$ cat config.mk
export PLATFORM = sky130hd
export DESIGN_NAME = mem_port_arbiter
export DESIGN_NICKNAME = d
export VERILOG_FILES = /design/src/rtl/mem_port_arbiter.sv
export SDC_FILE = /design/constraint.sdc
export NUM_CORES = 1
export LEC_CHECK = 0
export BUFFER_PORTS_ARGS = -buffer_cell sky130_fd_sc_hd__clkbuf_2
export CORE_AREA = 5 5 198 200
export CTS_CLUSTER_SIZE = 28
export DETAILED_ROUTE_END_ITERATION = 6
export DIE_AREA = 0 0 203 205
export SLEW_MARGIN = 15
export SYNTH_ARGS = -nofsm -noshare
export SYNTH_HDL_FRONTEND = slang
export SYNTH_SLANG_ARGS = --single-unit
export TNS_END_PERCENT = 1
$ cat constraint.sdc
create_clock -name CLOCK -period 11.25 [get_ports CLOCK]
set_input_delay 0.5625 -clock CLOCK [delete_from_list [all_inputs] [get_ports CLOCK]]
set_output_delay 0.5625 -clock CLOCK [all_outputs]
set_load 0.01 [all_outputs]
$ cat src/rtl/mem_port_arbiter.sv
// mem_port_arbiter: shares the single unified memory port of the multicycle
// LEGv8 core between the instruction-fetch requester and the data (LDUR/STUR)
// requester. One transaction is outstanding at a time. Memory latency is
// variable, a missing acknowledge is bounded by a timeout, and a streak
// counter keeps a steady stream of data accesses from starving fetch.
module mem_port_arbiter #(
    parameter int ADDR_W          = 64,
    parameter int DATA_W          = 64,
    parameter int TIMEOUT_CYCLES  = 16,
    parameter int MAX_DATA_STREAK = 4
) (
    input  logic              CLOCK,
    input  logic              RESET,
    input  logic              IF_REQ,
    input  logic [ADDR_W-1:0] IF_ADDR,
    output logic [DATA_W-1:0] IF_RDATA,
    output logic              IF_DONE,
    input  logic              D_REQ,
    input  logic              D_WE,
    input  logic [ADDR_W-1:0] D_ADDR,
    input  logic [DATA_W-1:0] D_WDATA,
    output logic [DATA_W-1:0] D_RDATA,
    output logic              D_DONE,
    output logic              ERR,
    output logic              MEM_REQ,
    output logic              MEM_WE,
    output logic [ADDR_W-1:0] MEM_ADDR,
    output logic [DATA_W-1:0] MEM_WDATA,
    input  logic [DATA_W-1:0] MEM_RDATA,
    input  logic              MEM_ACK,
    output logic              BUSY
);

    typedef enum logic [2:0] {
        ST_IDLE    = 3'd0,
        ST_BUSY_IF = 3'd1,
        ST_BUSY_D  = 3'd2,
        ST_DONE_IF = 3'd3,
        ST_DONE_D  = 3'd4
    } state_t;

    // Last BUSY cycle before giving up, and the streak value at which fetch wins.
    localparam logic [7:0] TO_LAST    = 8'(TIMEOUT_CYCLES - 1);
    localparam logic [3:0] STREAK_MAX = 4'(MAX_DATA_STREAK);

    state_t      state_r;
    logic [7:0]  to_cnt_r;
    logic [3:0]  streak_r;
    logic        grant_if_s;
    logic        grant_d_s;
    logic        timeout_s;

    // Pick the winner of an IDLE-state grant: data first unless fetch has waited out a full streak.
    always_comb begin
        grant_if_s = 1'b0;
        grant_d_s  = 1'b0;
        if (D_REQ && !(IF_REQ && (streak_r == STREAK_MAX))) begin
            grant_d_s = 1'b1;
        end else if (IF_REQ) begin
            grant_if_s = 1'b1;
        end else begin
            grant_if_s = 1'b0;
            grant_d_s  = 1'b0;
        end
    end

    // Flag the BUSY cycle on which a missing acknowledge ends the transaction.
    always_comb begin
        timeout_s = 1'b0;
        if (to_cnt_r == TO_LAST) begin
            timeout_s = 1'b1;
        end else begin
            timeout_s = 1'b0;
        end
    end

    // Arbitration FSM with all outputs registered.
    always_ff @(posedge CLOCK or posedge RESET) begin
        if (RESET) begin
            state_r   <= ST_IDLE;
            to_cnt_r  <= 8'd0;
            streak_r  <= 4'd0;
            IF_RDATA  <= {DATA_W{1'b0}};
            IF_DONE   <= 1'b0;
            D_RDATA   <= {DATA_W{1'b0}};
            D_DONE    <= 1'b0;
            ERR       <= 1'b0;
            MEM_REQ   <= 1'b0;
            MEM_WE    <= 1'b0;
            MEM_ADDR  <= {ADDR_W{1'b0}};
            MEM_WDATA <= {DATA_W{1'b0}};
            BUSY      <= 1'b0;
        end else begin
            case (state_r)
                ST_IDLE: begin
                    if (grant_d_s) begin
                        state_r   <= ST_BUSY_D;
                        MEM_REQ   <= 1'b1;
                        MEM_WE    <= D_WE;
                        MEM_ADDR  <= D_ADDR;
                        MEM_WDATA <= D_WDATA;
                        to_cnt_r  <= 8'd0;
                        BUSY      <= 1'b1;
                        // Only count data wins that actually kept fetch waiting.
                        if (IF_REQ && (streak_r != STREAK_MAX)) begin
                            streak_r <= streak_r + 4'd1;
                        end else begin
                            streak_r <= streak_r;
                        end
                    end else if (grant_if_s) begin
                        state_r  <= ST_BUSY_IF;
                        MEM_REQ  <= 1'b1;
                        MEM_WE   <= 1'b0;
                        MEM_ADDR <= IF_ADDR;
                        to_cnt_r <= 8'd0;
                        streak_r <= 4'd0;
                        BUSY     <= 1'b1;
                    end else begin
                        state_r <= ST_IDLE;
                    end
                end
                ST_BUSY_IF, ST_BUSY_D: begin
                    if (MEM_ACK || timeout_s) begin
                        // An acknowledge on the last allowed cycle still counts as success.
                        MEM_REQ <= 1'b0;
                        MEM_WE  <= 1'b0;
                        ERR     <= ~MEM_ACK;
                        if (state_r == ST_BUSY_IF) begin
                            state_r  <= ST_DONE_IF;
                            IF_DONE  <= 1'b1;
                            IF_RDATA <= MEM_ACK ? MEM_RDATA : {DATA_W{1'b0}};
                        end else begin
                            state_r <= ST_DONE_D;
                            D_DONE  <= 1'b1;
                            if (!MEM_ACK) begin
                                D_RDATA <= {DATA_W{1'b0}};
                            end else if (!MEM_WE) begin
                                D_RDATA <= MEM_RDATA;
                            end else begin
                                D_RDATA <= D_RDATA;
                            end
                        end
                    end else begin
                        to_cnt_r <= to_cnt_r + 8'd1;
                    end
                end
                ST_DONE_IF, ST_DONE_D: begin
                    state_r <= ST_IDLE;
                    IF_DONE <= 1'b0;
                    D_DONE  <= 1'b0;
                    ERR     <= 1'b0;
                    BUSY    <= 1'b0;
                end
                default: begin
                    state_r <= ST_IDLE;
                    IF_DONE <= 1'b0;
                    D_DONE  <= 1'b0;
                    ERR     <= 1'b0;
                    MEM_REQ <= 1'b0;
                    MEM_WE  <= 1'b0;
                    BUSY    <= 1'b0;
                end
            endcase
        end
    end

endmodule

==> results.txt, run 1 <==
The cell area after synthesis is 11,400 um^2. The cell sitting at the root of the clock tree is a clkbuf_16. The post-route core utilization came out at 0.412. The count of max-cap constraint violations came out at 0.

Yosys mapped a number of flops with a built-in enable equal to 0. The count of cell types in the netlist came out at 45. The clock latency at the later pin of the worst-skew pair is 0.57 ns. The first routing iteration left 433 violations. The worst path required time came out at 11.65 ns. For this run, design rule violations remaining after detail routing come to 0. The register cell area after layout came out at 6930 um^2. The worst voltage drop across the vdd grid is 0.157 mV.

The core area is 37,200 um^2. The fraction of the yosys area taken by sequential cells came out at 0.609. The slew of the pin with the lowest slew margin came out at 1.05 ns. The post-route minimum period is 2.62 ns. The worst min-delay path class is input pin to register. At the worst endpoint, the arrival time is 3.02 ns. During placement, the flow inserted port buffers numbering 523.

The number of global-route vias before repair came out at 9,936. The tree built by TritonCTS fans out to 277 sinks. The run finished with clean final reports. The synthesized design contains 277 register bits.

The per-cell via count in the routed design came out at 4.74. For this run, the detailed router's first-pass iteration total came to 5. The final route contains 9,601 vias. For this run, the post-layout net count is 1,793. The number of hold-slack violations in the final timing report came to 0.

The share of the cycle needed by the critical path after routing is 0.232. The longest clock path from root to sink contains 3 buffers. The leakage power is 8.33 nW. Setup violations remaining at the end of the flow were counted as 0. The category of the worst setup path capture point is a register. TritonCTS built the clock tree. The power density over the cells is 295 nW/um^2. The delay of the slowest cell on the worst path is 0.73 ns. The post-CTS resize count came out at 0. The largest clock skew in the final design came out at 0.0157 ns.

The total inserted antenna cells came out at 0. The combined area of the multi-input logic cells is 4050 um^2. The gate count after technology mapping came out at 1,040.

The number of setup buffers added after CTS came out at 0. The commonest register cell after synthesis is dfrtp_1. Yosys attributes the largest share of cell area to dfrtp_1 (61%), nand2_1 (10%), a22o_1 (10%). The sum of routed wire length over all layers came out at 36,500 um. On the critical path the largest part of the delay comes from buffers and inverters. The initial antenna violation count came out at 0. The buffering stage count on the worst path with inverters included came out at 2. The layout-stage area growth over the synthesis result is 34.5%.

The count of pins on the block boundary is 524. The routed length per placed instance came out at 18.0 um. For this design, the slowest cell found on the critical path is buf_4. The share of layout cells above drive strength 1 came out at 0.385. Traced cell by cell, the critical path runs through inv_1 > ha_1 > nand4b_1 > nand2_4 > buf_4 > mux2i_1 > o21ai_0. The setup slack after layout came out at 8.63 ns.

Before CTS, the worst setup slack after placement is 8.53 ns. The number of rows created at floorplan came out at 71. The effective utilization at floorplan came out at 0.306.

The worst setup path is launched from a register. The number of filler instances in the final layout came out at 3,701. The CTS buffer count is 31. The max-slew violation count is 0. The maximum fanout along the worst path came out at 54. In this run the number of H-tree levels came out at 1.

Setup repair after global routing left no endpoint under its margin. The worst max-slew margin expressed relative to the limit came out at 0.299. The number of buffers inserted for hold repair after clock tree synthesis is 0.

The die outline area came out at 41,600 um^2. The final sum of negative setup slack came out at 0 ns. The share of synthesized registers carrying an async set or reset came out at 1.00.

The congestion estimate from routability-driven global placement came to 0.828. The mean area per synthesized cell came out at 11.0 um^2. The global-route wire length before repair is 56,600 um. The number of nets in the synthesized netlist came out at 1,305. The die outline height is 205 um. The register clock-pin slew on the reported worst setup and hold paths came out at 0.06 ns. dfrtp_1 takes more of the synthesized area than any other cell. In this run the horizontal extent of the chip is 203 um. Entering global routing, the biggest net connects 139 pins. The remaining antenna violation count is 0. The count of yosys warnings during synthesis came out at 0. Of the post-synthesis cell area, the dominant cell type holds 0.609. The maximum frequency from static timing analysis came out at 382 MHz. The overall track demand over capacity in global routing came out at 0.167. The aggregate global routing overflow came out at 0. The critical setup path kind is register to register. The post-detailed-placement half-perimeter wirelength came out at 26,500 um.
routing by layer:
metal	vias to the layer above	GRT usage	part of all wire	routed length (um)
met5	-	0	0	0
met4	0	0.0521	0.028	1020
met3	62	0.0415	0.080	2910
met2	408	0.273	0.47	17300
met1	4559	0.220	0.42	15200
li1	4572	-	-	-
worst register-to-register path, delay by kind of cell, from the launching register on:
family	cells	cell delay, ns
compound gates	1	0.11
buf+inv	2	0.84
mux	1	0.43
simple gates	2	0.52
fa+ha+maj	1	0.15
flops	1	0.40
through the flow:
| step | hold slack [ns] | area [um^2] | std cells | total power, mW |
|---|---|---|---|---|
| after floorplan | 0.492 | 11400 | 1040 | 2.75 |
| after global placement | 0.457 | 14300 | 1969 | 3.48 |
| after detailed placement | 0.461 | 14300 | 1969 | 3.53 |
| after CTS | 0.141 | 15300 | 2024 | 4.59 |
| after global routing | 0.159 | 15300 | 2024 | 4.84 |
| final | 0.177 | 15300 | 2024 | 4.52 |
sequential cells by signal, indices dropped and copies added, names as in the netlist:
| register | count |
|---|---|
| BUSY | 1 |
| D_DONE | 1 |
| D_RDATA | 64 |
| ERR | 1 |
| IF_DONE | 1 |
| IF_RDATA | 64 |
| MEM_ADDR | 64 |
| MEM_REQ | 1 |
| MEM_WDATA | 64 |
| MEM_WE | 1 |
| state_r | 3 |
| streak_r | 4 |
| to_cnt_r | 8 |
power by group:
part	internal [mW]	switching, mW
Clock	0.620	0.411
Combinational	0.710	1.02
Sequential	1.46	0.297
final timing paths:
| check | from | end | slack [ns] | cells after the start |
|---|---|---|---|---|
| worst max-delay path | streak_r[0] | MEM_ADDR[41] | 8.63 | 7 |
| worst min-delay path | D_WDATA[53] | MEM_WDATA[53] | 0.18 | 3 |
| worst max register to register | streak_r[0] | MEM_ADDR[41] | 8.63 | 7 |
| worst min register to register | MEM_ADDR[51] | MEM_ADDR[51] | 0.47 | 2 |
| max in group asynchronous | RESET | MEM_ADDR[21] | 9.50 | 3 |
| min in group asynchronous | RESET | MEM_WDATA[0] | 0.19 | 2 |
kinds of logic (layout without fill, tap and decap cells):
logic type,after synthesis,count (layout),synth area share
AOI/OAI and AO/OA,249,249,0.159
xor gates and xnor gates,3,3,0.00297
adders and majority gates,3,3,0.00330
buffers and inverters,83,593,0.0398
DFF,277,277,0.609
muxes,65,65,0.0572
and+or+nand+nor,360,360,0.129
cell type report:
type                            count  share of cell area
Sequential cell                   277               0.452
Multi-Input combinational cell    680               0.264
Clock buffer                       43              0.0555
Tap cell                          474              0.0387
Clock inverter                     12              0.0119
Inverter                            5             0.00171
Timing Repair Buffer              533               0.176
synth_stat cells (all sizes together), types with 5 or more instances:
cell	n
buf	47
nand2	316
dfrtp	277
nand3	14
inv	5
a22o	131
o21ai	98
nor2	8
a21oi	6
clkbuf	31
mux2i	64
cells in the final DEF (no fill, tap or decap), types with 3 or more instances in the layout:
| master | count |
|---|---|
| clkbuf_2 | 523 |
| nand2_1 | 313 |
| dfrtp_1 | 277 |
| a22o_1 | 131 |
| o21ai_0 | 96 |
| mux2i_1 | 64 |
| clkbuf_16 | 31 |
| nand3_1 | 13 |
| buf_4 | 10 |
| clkbuf_1 | 9 |
| nor2_1 | 8 |
| a21oi_1 | 6 |
| clkinv_2 | 5 |
| inv_1 | 4 |
| bufinv_16 | 4 |
| nor3_1 | 3 |
| a31oi_1 | 3 |
| ha_1 | 3 |
| clkbuf_8 | 3 |
(Power assumes the default switching activity.)
==> run 2: changes to the inputs <==
--- a/config.mk
+++ b/config.mk
@@ -5,11 +5,12 @@
 export SDC_FILE = /design/constraint.sdc
 export NUM_CORES = 1
 export LEC_CHECK = 0
+export ABC_AREA = 1
 export BUFFER_PORTS_ARGS = -buffer_cell sky130_fd_sc_hd__clkbuf_2
-export CORE_AREA = 5 5 198 200
+export CORE_AREA = 5 5 201 203
 export CTS_CLUSTER_SIZE = 28
 export DETAILED_ROUTE_END_ITERATION = 6
-export DIE_AREA = 0 0 203 205
+export DIE_AREA = 0 0 206 208
 export SLEW_MARGIN = 15
 export SYNTH_ARGS = -nofsm -noshare
 export SYNTH_HDL_FRONTEND = slang
==> constraint.sdc (replaced) <==
create_clock -name CLOCK -period 2.2 [get_ports CLOCK]
set_input_delay 0.11 -clock CLOCK [delete_from_list [all_inputs] [get_ports CLOCK]]
set_output_delay 0.11 -clock CLOCK [all_outputs]
set_load 0.01 [all_outputs]
==> results.txt, run 2 <==
The die outline height came to 208 um (+1.5%). The worst voltage drop across the vdd grid came out at 0.644 mV (+310%). The share of the cycle needed by the critical path after routing is 0.928 (+0.695).

The cell type group with the largest total delay on the critical path is compound AO/OA/AOI/OAI gates. CTS placed an instance of clkbuf_16 at the clock tree root. The leakage power is 9.89 nW (+19%). STA classifies the critical path startpoint as a register. The number of nets in the layout came out at 2,349 (+31%). The routed length per placed instance is 16.1 um (-11%).

The worst setup path is captured at a register. The clock latency at the later pin of the worst-skew pair came out at 0.58 ns (about the same). The share of layout cells above drive strength 1 came out at 0.289 (-0.0960). The synthesized flop and latch total came to 277 (unchanged).

The cell area after layout is 18,200 um^2 (+19%). Leaving out fill and tap cells, the most frequent cell in the layout is nand2_1. Relative to the synthesized area, the layout overhead comes to 58.8%. The area share of the largest cell type after synthesis came out at 0.605 (-0.00392).

The die outline area came to 42,800 um^2 (+3.0%). The worst path required time came out at 2.71 ns (-8.94 ns). The power density over the cells is 1260 nW/um^2 (+330%). The max-slew violation count came out at 0 (unchanged).

TritonCTS built the clock tree. The share of synthesized registers carrying an async set or reset was 1.00 (unchanged). The CTS buffer count came out at 31 (unchanged). The count of max-cap constraint violations is 0 (unchanged). The number of cells on the worst reg-to-reg path is 8 (+1). The effective utilization at floorplan is 0.299 (-0.00658). The mean area per synthesized cell came out at 8.65 um^2 (-21%). The number of placed instances with taps included came out at 2,309 (+17%). The final sum of negative setup slack is 0 ns (unchanged). The placed standard-cell area came out at 14,600 um^2 (+2.0%). The count of pins on the block boundary came out at 524 (unchanged). The total number of vias came out at 11,900 (+24%).

The total power is 23.0 mW (+410%). The setup slack of the most critical reg-to-reg path was 0.16 ns (-8.48 ns). The largest individual stage delay along the critical path comes from the cell dfrtp_1. The largest clock skew in the final design came to 0.0170 ns (+0.00136 ns). The filler-free cell count of the finished design is 2,626 (+30%).

The number of hold-slack violations in the final timing report came out at 0 (unchanged). The total iterations of the first detailed-routing run is 6 (+1). The critical path data arrival time came out at 2.55 ns (-0.47 ns).

The worst max-slew margin expressed relative to the limit came out at 0.572 (+0.273). The maximum frequency from static timing analysis came out at 490 MHz (+28%). The quantity of I/O buffers inserted on ports is 523 (unchanged). The routability congestion estimate from global placement came to 0.839 (+1.3%). The cell area after synthesis came out at 11,500 um^2 (+0.65%).

The maximum fanout along the worst path is 117 (+120%). The count of cell types in the netlist is 24 (-47%). Setup repair after global routing left no endpoint under its margin. The flow ran to the end, and the final reports show no timing, DRC or antenna violations.

The post-route DRC violation count is 0 (unchanged). The horizontal die dimension is 206 um (+1.5%). The count of yosys warnings during synthesis came out at 0 (unchanged). The number of global-route vias before repair came to 12,300 (+24%). The maximum buffer depth of the clock tree is 3 (unchanged). In the synthesized netlist, the cells that appear most often are nand2_1 (566), dfrtp_1 (277), o21ai_1 (124). The largest net degree at the start of global routing came to 132 (-5.0%). The initial antenna violation count is 2 (+2).

The final-layout worst hold slack came to 0.0420 ns (-0.135 ns). The delay of the slowest cell on the worst path came out at 0.39 ns (-0.34 ns). The post-detailed-placement half-perimeter wirelength was 28,300 um (+6.8%).

The largest total area in the synthesized netlist belongs to dfrtp_1. The gate count after technology mapping is 1,325 (+27%). The clock sink count came out at 277 (unchanged). The buffering stage count on the worst path with inverters included was 2 (unchanged).

The sum of routed wire length over all layers came to 42,200 um (+16%). The number of nets in the synthesized netlist was 1,590 (+22%). The post-route minimum period came out at 2.04 ns (-0.575 ns). The top cell types in the final layout, fill and taps aside, are nand2_1 (564), clkbuf_2 (523), dfrtp_1 (277). nand2_1 is the most common cell in the netlist. The per-cell via count in the routed design is 4.54 (-4.3%). The fraction of the yosys area taken by sequential cells came out at 0.605 (-0.00392). In the post-synthesis netlist, the biggest area contributors are dfrtp_1 (60%), nand2_1 (19%), o21ai_1 (5.4%). The worst flop-to-flop path startpoint is state_r[2]. The critical path goes through inv_1 > nand2_1 > nor2_1 > o21ai_4 > buf_12 > a21oi_1 > o21ai_0 > nand2_1. In this run the worst hold path is classified as input pin to asynchronous set/reset pin. The number of levels in the clock H-tree came out at 1 (unchanged). The register clock-pin slew on the reported worst setup and hold paths is 0.06 ns (about the same). Among the stages of the critical path, the cell type that occurs most often is nand2_1. The overall track demand over capacity in global routing is 0.189 (+0.0218). The aggregate global routing overflow came out at 0 (unchanged).

The remaining antenna violation count came out at 0 (unchanged). The global-route wire length before repair is 66,800 um (+18%). The slew of the pin with the lowest slew margin came out at 0.642 ns (-0.407 ns). In the synthesized netlist the dominant register cell turns out to be dfrtp_1. The capture point of the worst reg-to-reg path is MEM_ADDR[30]. The starting DRC count in detailed routing was 685 (+58%). The critical setup path kind is register to register. The number of setup violations in the final report was 0 (unchanged).

The core area is 38,300 um^2 (+2.9%). The number of rows created at floorplan was 72 (+1.4%). The count of flip-flops with a built-in enable after synthesis was 0 (unchanged).
-- run 2: where the power goes --
part	total [mW]	internal [mW]	leakage (nW)	switching (mW)
Combinational	9.11	3.45	5.86	5.66
Sequential	8.72	7.36	3.53	1.36
Clock	5.19	3.02	0.507	2.17
-- run 2: stage by stage --
stage               worst slack [ns]   util
global route                  0.0537  0.476
floorplan                      -1.58      -
detailed placement             0.190  0.380
global placement               0.235  0.380
CTS                            0.169  0.475
finish                         0.159  0.476
-- run 2: how the worst max path moves through the flow --
stage | start | end | slack, ns | depth (start not counted)
2_1_floorplan | RESET | BUSY | -1.58 | 1
3_3_place_gp | streak_r[0] | MEM_WDATA[18] | 0.23 | 8
3_5_place_dp | streak_r[0] | MEM_WDATA[13] | 0.19 | 8
4_1_cts | streak_r[0] | MEM_WDATA[13] | 0.17 | 8
5_1_grt | state_r[2] | MEM_ADDR[30] | 0.05 | 8
6_report | state_r[2] | MEM_ADDR[30] | 0.16 | 8
-- run 2: worst register-to-register path, cell delays in order (launching register included) --
cell and delay, ns:
dfrtp_1 0.39, inv_1 0.10, nand2_1 0.07, nor2_1 0.25
o21ai_4 0.22, buf_12 0.25, a21oi_1 0.45, o21ai_0 0.17
nand2_1 0.08
-- run 2: area by class of cell --
class	instances	area, um^2
Antenna cell	1	2.50
Clock buffer	45	918
Clock inverter	11	114
Fill cell	3550	20100
Inverter	91	348
Multi-Input combinational cell	881	3790
Sequential cell	277	6930
Tap cell	518	648
Timing Repair Buffer	802	5450
-- run 2: kinds of logic (layout without fill, tap and decap cells) --
| logic type | count (synthesis) | count (layout) | share of synthesized area |
|---|---|---|---|
| fa+ha+maj | 3 | 3 | 0.00327 |
| compound gates | 271 | 271 | 0.121 |
| simple gates | 605 | 605 | 0.201 |
| flops | 277 | 277 | 0.605 |
| buf+inv | 167 | 949 | 0.0683 |
| xor+xnor | 2 | 2 | 0.00153 |
| other cells | 0 | 1 | 0 |
-- run 2: routing by layer --
metal / share of wire / track usage / up-vias
met3: 0.090 / 0.0456 / 111
li1: - / - / 5722
met2: 0.47 / 0.314 / 588
met5: 0.00031 / 0 / -
met4: 0.043 / 0.0776 / 2
met1: 0.40 / 0.235 / 5497
-- run 2: what timing repair did --
item	CTS	global route
setup endpoints to repair	0	32
gates resized for setup	0	3
endpoints found under the hold margin	375	0
hold buffers	260	0
buffers inserted	0	0
